File: src/rtl/pipeline_hazard_ctrl_pkg.sv
// Shared types for the pipeline hazard controller: architectural register names and FSM states.
// Exports regName_t (the zero member is x0) and hzState_t.
package pipeline_hazard_ctrl_pkg;

  typedef enum logic [4:0] {
    zero, ra, sp, gp, tp, t0, t1, t2, s0, s1, a0, a1, a2, a3, a4, a5,
    a6, a7, s2, s3, s4, s5, s6, s7, s8, s9, s10, s11, t3, t4, t5, t6
  } regName_t;

  typedef enum logic [1:0] {
    HZ_RUN      = 2'd0,
    HZ_MEM_WAIT = 2'd1,
    HZ_ERROR    = 2'd2
  } hzState_t;

endpackage

File: src/rtl/pipeline_hazard_ctrl_match.sv
// Load-use detector: a load in EX targets a register read by the ID instruction.
// Purely combinational, 0-cycle latency; x0 destinations never match.
module hazard_match
  import pipeline_hazard_ctrl_pkg::*;
(
  input  regName_t rs1_ID,
  input  regName_t rs2_ID,
  input  logic     usesRs1_ID,
  input  logic     usesRs2_ID,
  input  logic     memRead_EX,
  input  regName_t rd_EX,
  output logic     loadUse
);

  logic rs1_hit;
  logic rs2_hit;

  assign rs1_hit = usesRs1_ID && (rs1_ID == rd_EX);
  assign rs2_hit = usesRs2_ID && (rs2_ID == rd_EX);
  assign loadUse = memRead_EX && (rd_EX != zero) && (rs1_hit || rs2_hit);

endmodule

File: src/rtl/pipeline_hazard_ctrl.sv
// 5-stage pipeline register sequencer: mem freeze > branch flush > load-use stall, 0-cycle enables.
// Memory-wait watchdog with sticky memTimeout; HAZARD_PERF_CNT_EN adds saturating perf counters.
module pipeline_hazard_ctrl
  import pipeline_hazard_ctrl_pkg::*;
#(
  parameter int TIMEOUT_CYCLES = 256
`ifdef HAZARD_PERF_CNT_EN
  , parameter int PERF_W = 32
`endif
) (
  input  logic     clk,
  input  logic     rstN,
  input  regName_t rs1_ID,
  input  regName_t rs2_ID,
  input  logic     usesRs1_ID,
  input  logic     usesRs2_ID,
  input  logic     memRead_EX,
  input  regName_t rd_EX,
  input  logic     branchTaken_EX,
  input  logic     dmemReq_MEM,
  input  logic     dmemReady_MEM,
  output logic     pcEn,
  output logic     ifIdEn,
  output logic     ifIdFlush,
  output logic     idExEn,
  output logic     idExFlush,
  output logic     exMemEn,
  output logic     memWbBubble,
  output logic     memTimeout
`ifdef HAZARD_PERF_CNT_EN
  , output logic [PERF_W-1:0] stallCycles
  , output logic [PERF_W-1:0] flushCount
  , output logic [PERF_W-1:0] memWaitCycles
`endif
);

  localparam int CW = $clog2(TIMEOUT_CYCLES + 1);

  hzState_t        state_q, state_d;
  logic [CW-1:0]   wait_cnt_q, wait_cnt_d;
  logic            load_use;
  logic            mem_stall;
  logic            frozen;
  logic            br_flush;
  logic            lu_stall;

  hazard_match u_match (
    .rs1_ID     (rs1_ID),
    .rs2_ID     (rs2_ID),
    .usesRs1_ID (usesRs1_ID),
    .usesRs2_ID (usesRs2_ID),
    .memRead_EX (memRead_EX),
    .rd_EX      (rd_EX),
    .loadUse    (load_use)
  );

  assign mem_stall = dmemReq_MEM && !dmemReady_MEM && (state_q != HZ_ERROR);
  assign frozen    = mem_stall || (state_q == HZ_ERROR);
  assign br_flush  = !frozen && branchTaken_EX;
  assign lu_stall  = !frozen && !branchTaken_EX && load_use;

  always_comb begin
    state_d     = state_q;
    wait_cnt_d  = wait_cnt_q;
    pcEn        = 1'b1;
    ifIdEn      = 1'b1;
    ifIdFlush   = 1'b0;
    idExEn      = 1'b1;
    idExFlush   = 1'b0;
    exMemEn     = 1'b1;
    memWbBubble = 1'b0;

    // The watchdog trips on the TIMEOUT_CYCLES-th consecutive stalled cycle.
    if (state_q != HZ_ERROR) begin
      if (mem_stall) begin
        wait_cnt_d = wait_cnt_q + CW'(1);
        state_d    = (wait_cnt_q == CW'(TIMEOUT_CYCLES - 1)) ? HZ_ERROR : HZ_MEM_WAIT;
      end else begin
        wait_cnt_d = '0;
        state_d    = HZ_RUN;
      end
    end

    if (frozen) begin
      pcEn        = 1'b0;
      ifIdEn      = 1'b0;
      idExEn      = 1'b0;
      exMemEn     = 1'b0;
      memWbBubble = 1'b1;
    end else if (br_flush) begin
      ifIdFlush = 1'b1;
      idExFlush = 1'b1;
    end else if (lu_stall) begin
      pcEn      = 1'b0;
      ifIdEn    = 1'b0;
      idExFlush = 1'b1;
    end
  end

  always_ff @(posedge clk or negedge rstN) begin
    if (!rstN) begin
      state_q    <= HZ_RUN;
      wait_cnt_q <= '0;
      memTimeout <= 1'b0;
    end else begin
      state_q    <= state_d;
      wait_cnt_q <= wait_cnt_d;
      if (state_d == HZ_ERROR) memTimeout <= 1'b1;
    end
  end

`ifdef HAZARD_PERF_CNT_EN
  always_ff @(posedge clk or negedge rstN) begin
    if (!rstN) begin
      stallCycles   <= '0;
      flushCount    <= '0;
      memWaitCycles <= '0;
    end else begin
      if (lu_stall && (stallCycles != '1))  stallCycles   <= stallCycles + PERF_W'(1);
      if (br_flush && (flushCount != '1))   flushCount    <= flushCount + PERF_W'(1);
      if (frozen && (memWaitCycles != '1))  memWaitCycles <= memWaitCycles + PERF_W'(1);
    end
  end
`endif

endmodule

File: config.mk
export PLATFORM = sky130hd
export DESIGN_NAME = pipeline_hazard_ctrl
export DESIGN_NICKNAME = d
export VERILOG_FILES = /design/src/rtl/pipeline_hazard_ctrl_pkg.sv /design/src/rtl/pipeline_hazard_ctrl_match.sv /design/src/rtl/pipeline_hazard_ctrl.sv
export SDC_FILE = /design/constraint.sdc
export NUM_CORES = 1
export LEC_CHECK = 0
export CAP_MARGIN = 40
export CORE_ASPECT_RATIO = 0.75
export CORE_UTILIZATION = 41
export DETAILED_ROUTE_END_ITERATION = 8
export PLACE_DENSITY_LB_ADDON = 0.2
export SYNTH_ARGS = -nofsm -noshare
export SYNTH_HDL_FRONTEND = slang
export SYNTH_SLANG_ARGS = --single-unit
File: constraint.sdc
create_clock -name clk -period 2 [get_ports clk]
set_clock_uncertainty 0.1 [all_clocks]
set_input_delay 0.3 -clock clk [delete_from_list [all_inputs] [get_ports clk]]
set_output_delay 0.3 -clock clk [all_outputs]
set_load 0.05 [all_outputs]
Word-level counts from Yosys, hierarchy flattened
Index checks and enable logic that the tools add are counted.
- register bits: 12
- input port bits: 23
- output and inout port bits: 8
- add/subtract/negate cells: 1
- equal/unequal tests: 6
- multiplexer cells: 14
- reductions and logical operators: 15
- operator list (kind ; count):
    == test 5 bit ; 2
    2-to-1 mux 1 bit ; 10
    adder 9 x 1 -> 9 bit (second input constant) ; 1
    == test 9 x 8 -> 1 bit (second input constant) ; 1
    logical AND 1 bit ; 9
    2-to-1 mux 9 bit ; 1
    2-to-1 mux 2 bit ; 3
    nonzero test 5 bit ; 1
    == test 2 bit (second input constant) ; 2
    logical NOT 1 bit ; 3
    logical OR 1 bit ; 2
    != test 2 bit (second input constant) ; 1

Logic depth before layout (Yosys ltp)
- depth after elaboration: 10
- mapped depth: 7
- mapped depth without buffers: 7

Cells and area by module
Synthesis repeated with hierarchy kept, for this count alone.
- cell total of the unflattened synthesis: 85
- area, all modules: 767.0 sq um
- modules (own cells, without submodules) (module ; instances ; cells an instance ; area an instance (sq um)):
    pipeline_hazard_ctrl ; 1 ; 68 ; 633.1
    hazard_match ; 1 ; 17 ; 133.9

Worst setup path after synthesis
No wires, ideal clock.
- path type: flip-flop to output port
- start point: register state_q[1]
- end point: output idExFlush
- data arrival time: 2.921 ns
- required time: 1.600 ns
- slack: -1.321 ns
- stages on the path, launching flop included: 6
- buffers on the path: 1
- path through: dfrtp_1 -> nor2b_1 -> clkbuf_1 -> nor2_2 -> inv_1 -> o31ai_1
- word-level cells in the longest chain between the ends: 9
- RTL lines (element ; RTL line ; source):
    from (decl) ; pipeline_hazard_ctrl.sv:39 ; hzState_t state_q, state_d;
    from (signal assigned) ; pipeline_hazard_ctrl.sv:106 ; state_q <= state_d;
    != test 2 bit ; pipeline_hazard_ctrl.sv:57 ; assign mem_stall = dmemReq_MEM && !dmemReady_MEM && (state_q != HZ_ERROR);
    logical AND 1 bit ; pipeline_hazard_ctrl.sv:57 ;
    logical OR 1 bit * ; pipeline_hazard_ctrl.sv:58 ; assign frozen = mem_stall || (state_q == HZ_ERROR);
    logical NOT 1 bit ; pipeline_hazard_ctrl.sv:59, pipeline_hazard_ctrl.sv:60 ;
    logical AND 1 bit (2 in a row) ; pipeline_hazard_ctrl.sv:60 ; assign lu_stall = !frozen && !branchTaken_EX && load_use;
    2-to-1 mux 1 bit ; pipeline_hazard_ctrl.sv:93 ; end else if (lu_stall) begin
    2-to-1 mux 1 bit ; pipeline_hazard_ctrl.sv:90 ; end else if (br_flush) begin
    2-to-1 mux 1 bit * ; pipeline_hazard_ctrl.sv:84 ; if (frozen) begin
    to (decl) ; pipeline_hazard_ctrl.sv:26 ; output logic idExFlush,
Every way passes the cells marked *; elsewhere a longest branch is shown, timed or not.

Worst setup path after layout
- start point: input rd_EX[2]
- end point: output ifIdEn
- word-level cells in the longest chain between the ends: 8
- RTL lines (element ; RTL line ; source):
    from (decl) ; pipeline_hazard_ctrl.sv:18 ; input regName_t rd_EX,
    == test 5 bit (on tied branches) ; pipeline_hazard_ctrl_match.sv:18, pipeline_hazard_ctrl_match.sv:19 ;
    logical AND 1 bit (on tied branches) ; pipeline_hazard_ctrl_match.sv:18, pipeline_hazard_ctrl_match.sv:19 ;
    logical OR 1 bit ; pipeline_hazard_ctrl_match.sv:20 ; assign loadUse = memRead_EX && (rd_EX != zero) && (rs1_hit || rs2_hit);
    logical AND 1 bit * ; pipeline_hazard_ctrl_match.sv:20 ;
    logical AND 1 bit * ; pipeline_hazard_ctrl.sv:60 ;
    2-to-1 mux 1 bit * ; pipeline_hazard_ctrl.sv:93 ;
    2-to-1 mux 1 bit * ; pipeline_hazard_ctrl.sv:90 ;
    2-to-1 mux 1 bit * ; pipeline_hazard_ctrl.sv:84 ;
    to (decl) ; pipeline_hazard_ctrl.sv:23 ; output logic ifIdEn,
Marks and branches as above.

==> metrics.txt <==
fillers=98; Reg power frac=0.486; Inserted Diodes=0; Final ANT Viol Nets=0; Tightest Pin Transition=544 ps; register-to-register setup slack=120 ps; Global Route met1 Usage=0.286; Chip Height=39.0 um; clk root buf=clkbuf_4; final worst path period share=1.01; Int Power=0.372 mW; postcts setup bufs=0; crit path to=ifIdEn; Max Cap Viol=0; initial antenna violation count=0; count of final setup violators=3; row cnt=12; Critical R2R Launch=wait_cnt_q[3]; # port buffers=30; Crit Path Max Fanout=2; hold slack=256 ps; Util after Layout=0.812; H-tree depth=1; Vias/cell=5.33; Clock Path Buffers=2; Core Area=0.00159 mm^2; PwrDens=393 mW/mm^2; final hold vios=0; Clk Latency, worst-skew pair=290 ps; DIE WIDTH=51.3 um; grt total ovfl=0; met3 Resource Use GR=0.102; largest net degree at the start of global routing=13; CP Launch Type=primary input; WP data arrival=1620 ps; Unique masters post-synth=34; Max Slew Vio Count=0; Cells after Synth=81; initial core utilization=0.470; synth warn=0; fin nets=149; Crit Path Class=primary input to primary output; Reg2Reg Depth=7; drt total wl=2140 um; switching power=0.135 mW; Placer Congestion=0.867; clock power share=0.312; syn_nets=106; GRT Util Overall=0.240; CTS buffer count=3; syn avg cell area=9.24 um^2; PnR worst setup slack=-20.2 ps; Die ar.=0.00200 mm^2; Slew headroom=0.636; peak supply drop=0.386 mV; Clock Sinks=12; mapped cell area=748 um^2; DP HPWL=1690 um; first-pass GRT wire length=3240 um; Static Leak=0.565 nW; commonest non-fill, non-tap cell in the layout=dfrtp_1; Sw Share=0.267; crit path time final=2020 ps; post-synthesis sequential element count=12; clk slew on worst S/H paths=80 ps; DR iter-0 viols=41; Hold Crit Class=primary input to asynchronous set/reset pin; combinational cell fraction of total power=0.202; GRT Max-Usage Layer=met2; wire length per cell=15.0 um; Area Growth Syn to Fin=72.7%; DR pass1 iterations=4; first element of the critical path=rd_EX[2]; vias post-DR=762; most frequent cells in the layout=dfrtp_1, buf_4, nand2_1; Crit. End Element=primary output; Req. time, crit path=1600 ps; vias in the first global route=727; DRC Markers=0; I/O pin count=31; outcome=finished with violations; global-route track usage on met2=0.382; post-synthesis sequential area ratio=0.401; Fmax=495 MHz; CTS tree=built; layout cell share with drive strength beyond 1=0.393; RSZ-0062 raised after global routing=true; Crit Reg-Reg Endpoint=memTimeout; failing checks=negative setup slack
[worst max-delay path: stages]
cell and delay [ps]:
buf_8 110, buf_6 110, or4_1 530, o21ai_2 170, o31a_2 240, buf_12 150
[cells by family (layout without fill, tap and decap cells)]
logic type	after synthesis	after routing	share of synthesized area
and+or+nand+nor	32	32	0.253
AOI/OAI and AO/OA	18	18	0.144
DFF	12	12	0.401
xor gates and xnor gates	11	11	0.129
buffers and inverters	6	47	0.0401
adders and majority gates	2	2	0.0334
[flip-flops by register name (all words and copies together) (netlist names)]
name	count
memTimeout	1
state_q	2
wait_cnt_q	9
[what timing repair did]
action / 4_1_cts / 5_1_grt
hold endpoints to repair: 0 / 0
setup endpoints to repair: 3 / 4
gates resized for setup: 53 / 13
cloned: 0 / 0
pin swaps: 13 / 7
hold buffers: 0 / 0
[cells in the mapped netlist (all sizes together)]
library cell | n | share of area
a31oi | 2 | 0.017
and3 | 3 | 0.033
or2 | 1 | 0.0084
nand2 | 10 | 0.050
o22ai | 1 | 0.0084
and2 | 1 | 0.0084
nand4 | 2 | 0.037
nor4 | 2 | 0.017
o31a | 1 | 0.012
o31ai | 1 | 0.010
buf | 2 | 0.020
xor2 | 9 | 0.11
o21ai | 9 | 0.060
clkbuf | 1 | 0.0050
nand2b | 2 | 0.017
a32oi | 1 | 0.012
ha | 2 | 0.033
inv | 3 | 0.015
or3 | 1 | 0.0084
xnor2 | 2 | 0.023
a22o | 1 | 0.012
or4 | 1 | 0.010
nand3 | 1 | 0.0067
nor3 | 1 | 0.0067
nor2 | 4 | 0.023
nor2b | 2 | 0.017
nand3b | 1 | 0.010
dfrtp | 12 | 0.40
a21oi | 2 | 0.013
[power by group through the flow]
stage	registers, mW	clock network [mW]	logic (mW)
6_report	0.247	0.158	0.103
5_1_grt	0.247	0.168	0.110
4_1_cts	0.246	0.158	0.0929
3_3_place_gp	0.251	0	0.0903
2_1_floorplan	0.251	0	0.0243
3_5_place_dp	0.251	0	0.0937
[area by class of cell]
class	count	area, um^2	area share
inverters	3	11.3	0.00871
repair buffers	41	425	0.329
flip-flops and latches	12	300	0.232
clock buffers	3	22.5	0.0174
multi-input cells	63	507	0.392
well taps	21	26.3	0.0203
[stage by stage]
stage          setup TNS (ps)  cells  power [mW]  worst slack, ps  area [um^2]
4_1_cts                 -72.9    144       0.497            -44.2         1260
6_report                -53.8    143       0.508            -20.2         1290
3_3_place_gp             -992    141       0.341             -341         1240
2_1_floorplan            -375     81       0.275             -319          768
3_5_place_dp            -1320    141       0.345             -448         1240
5_1_grt                  -158    143       0.524            -72.6         1290
[worst min path at each step]
| stage | from | end | slack [ps] | depth (start not counted) |
|---|---|---|---|---|
| 6_report | rstN | wait_cnt_q[2] | 260 | 1 |
| 5_1_grt | rstN | wait_cnt_q[2] | 290 | 1 |
| 4_1_cts | rstN | wait_cnt_q[2] | 280 | 1 |
| 3_5_place_dp | memTimeout | memTimeout | 370 | 1 |
| 3_3_place_gp | memTimeout | memTimeout | 360 | 1 |
| 2_1_floorplan | rstN | memTimeout | -100 | 0 |
[routing by layer]
layer | part of all wire | vias up
met1 | 0.43 | 362
li1 | - | 369
met5 | 0 | -
met2 | 0.50 | 27
met4 | 0.015 | 0
met3 | 0.060 | 4
No activity file was read; power rests on OpenSTA's default activity.
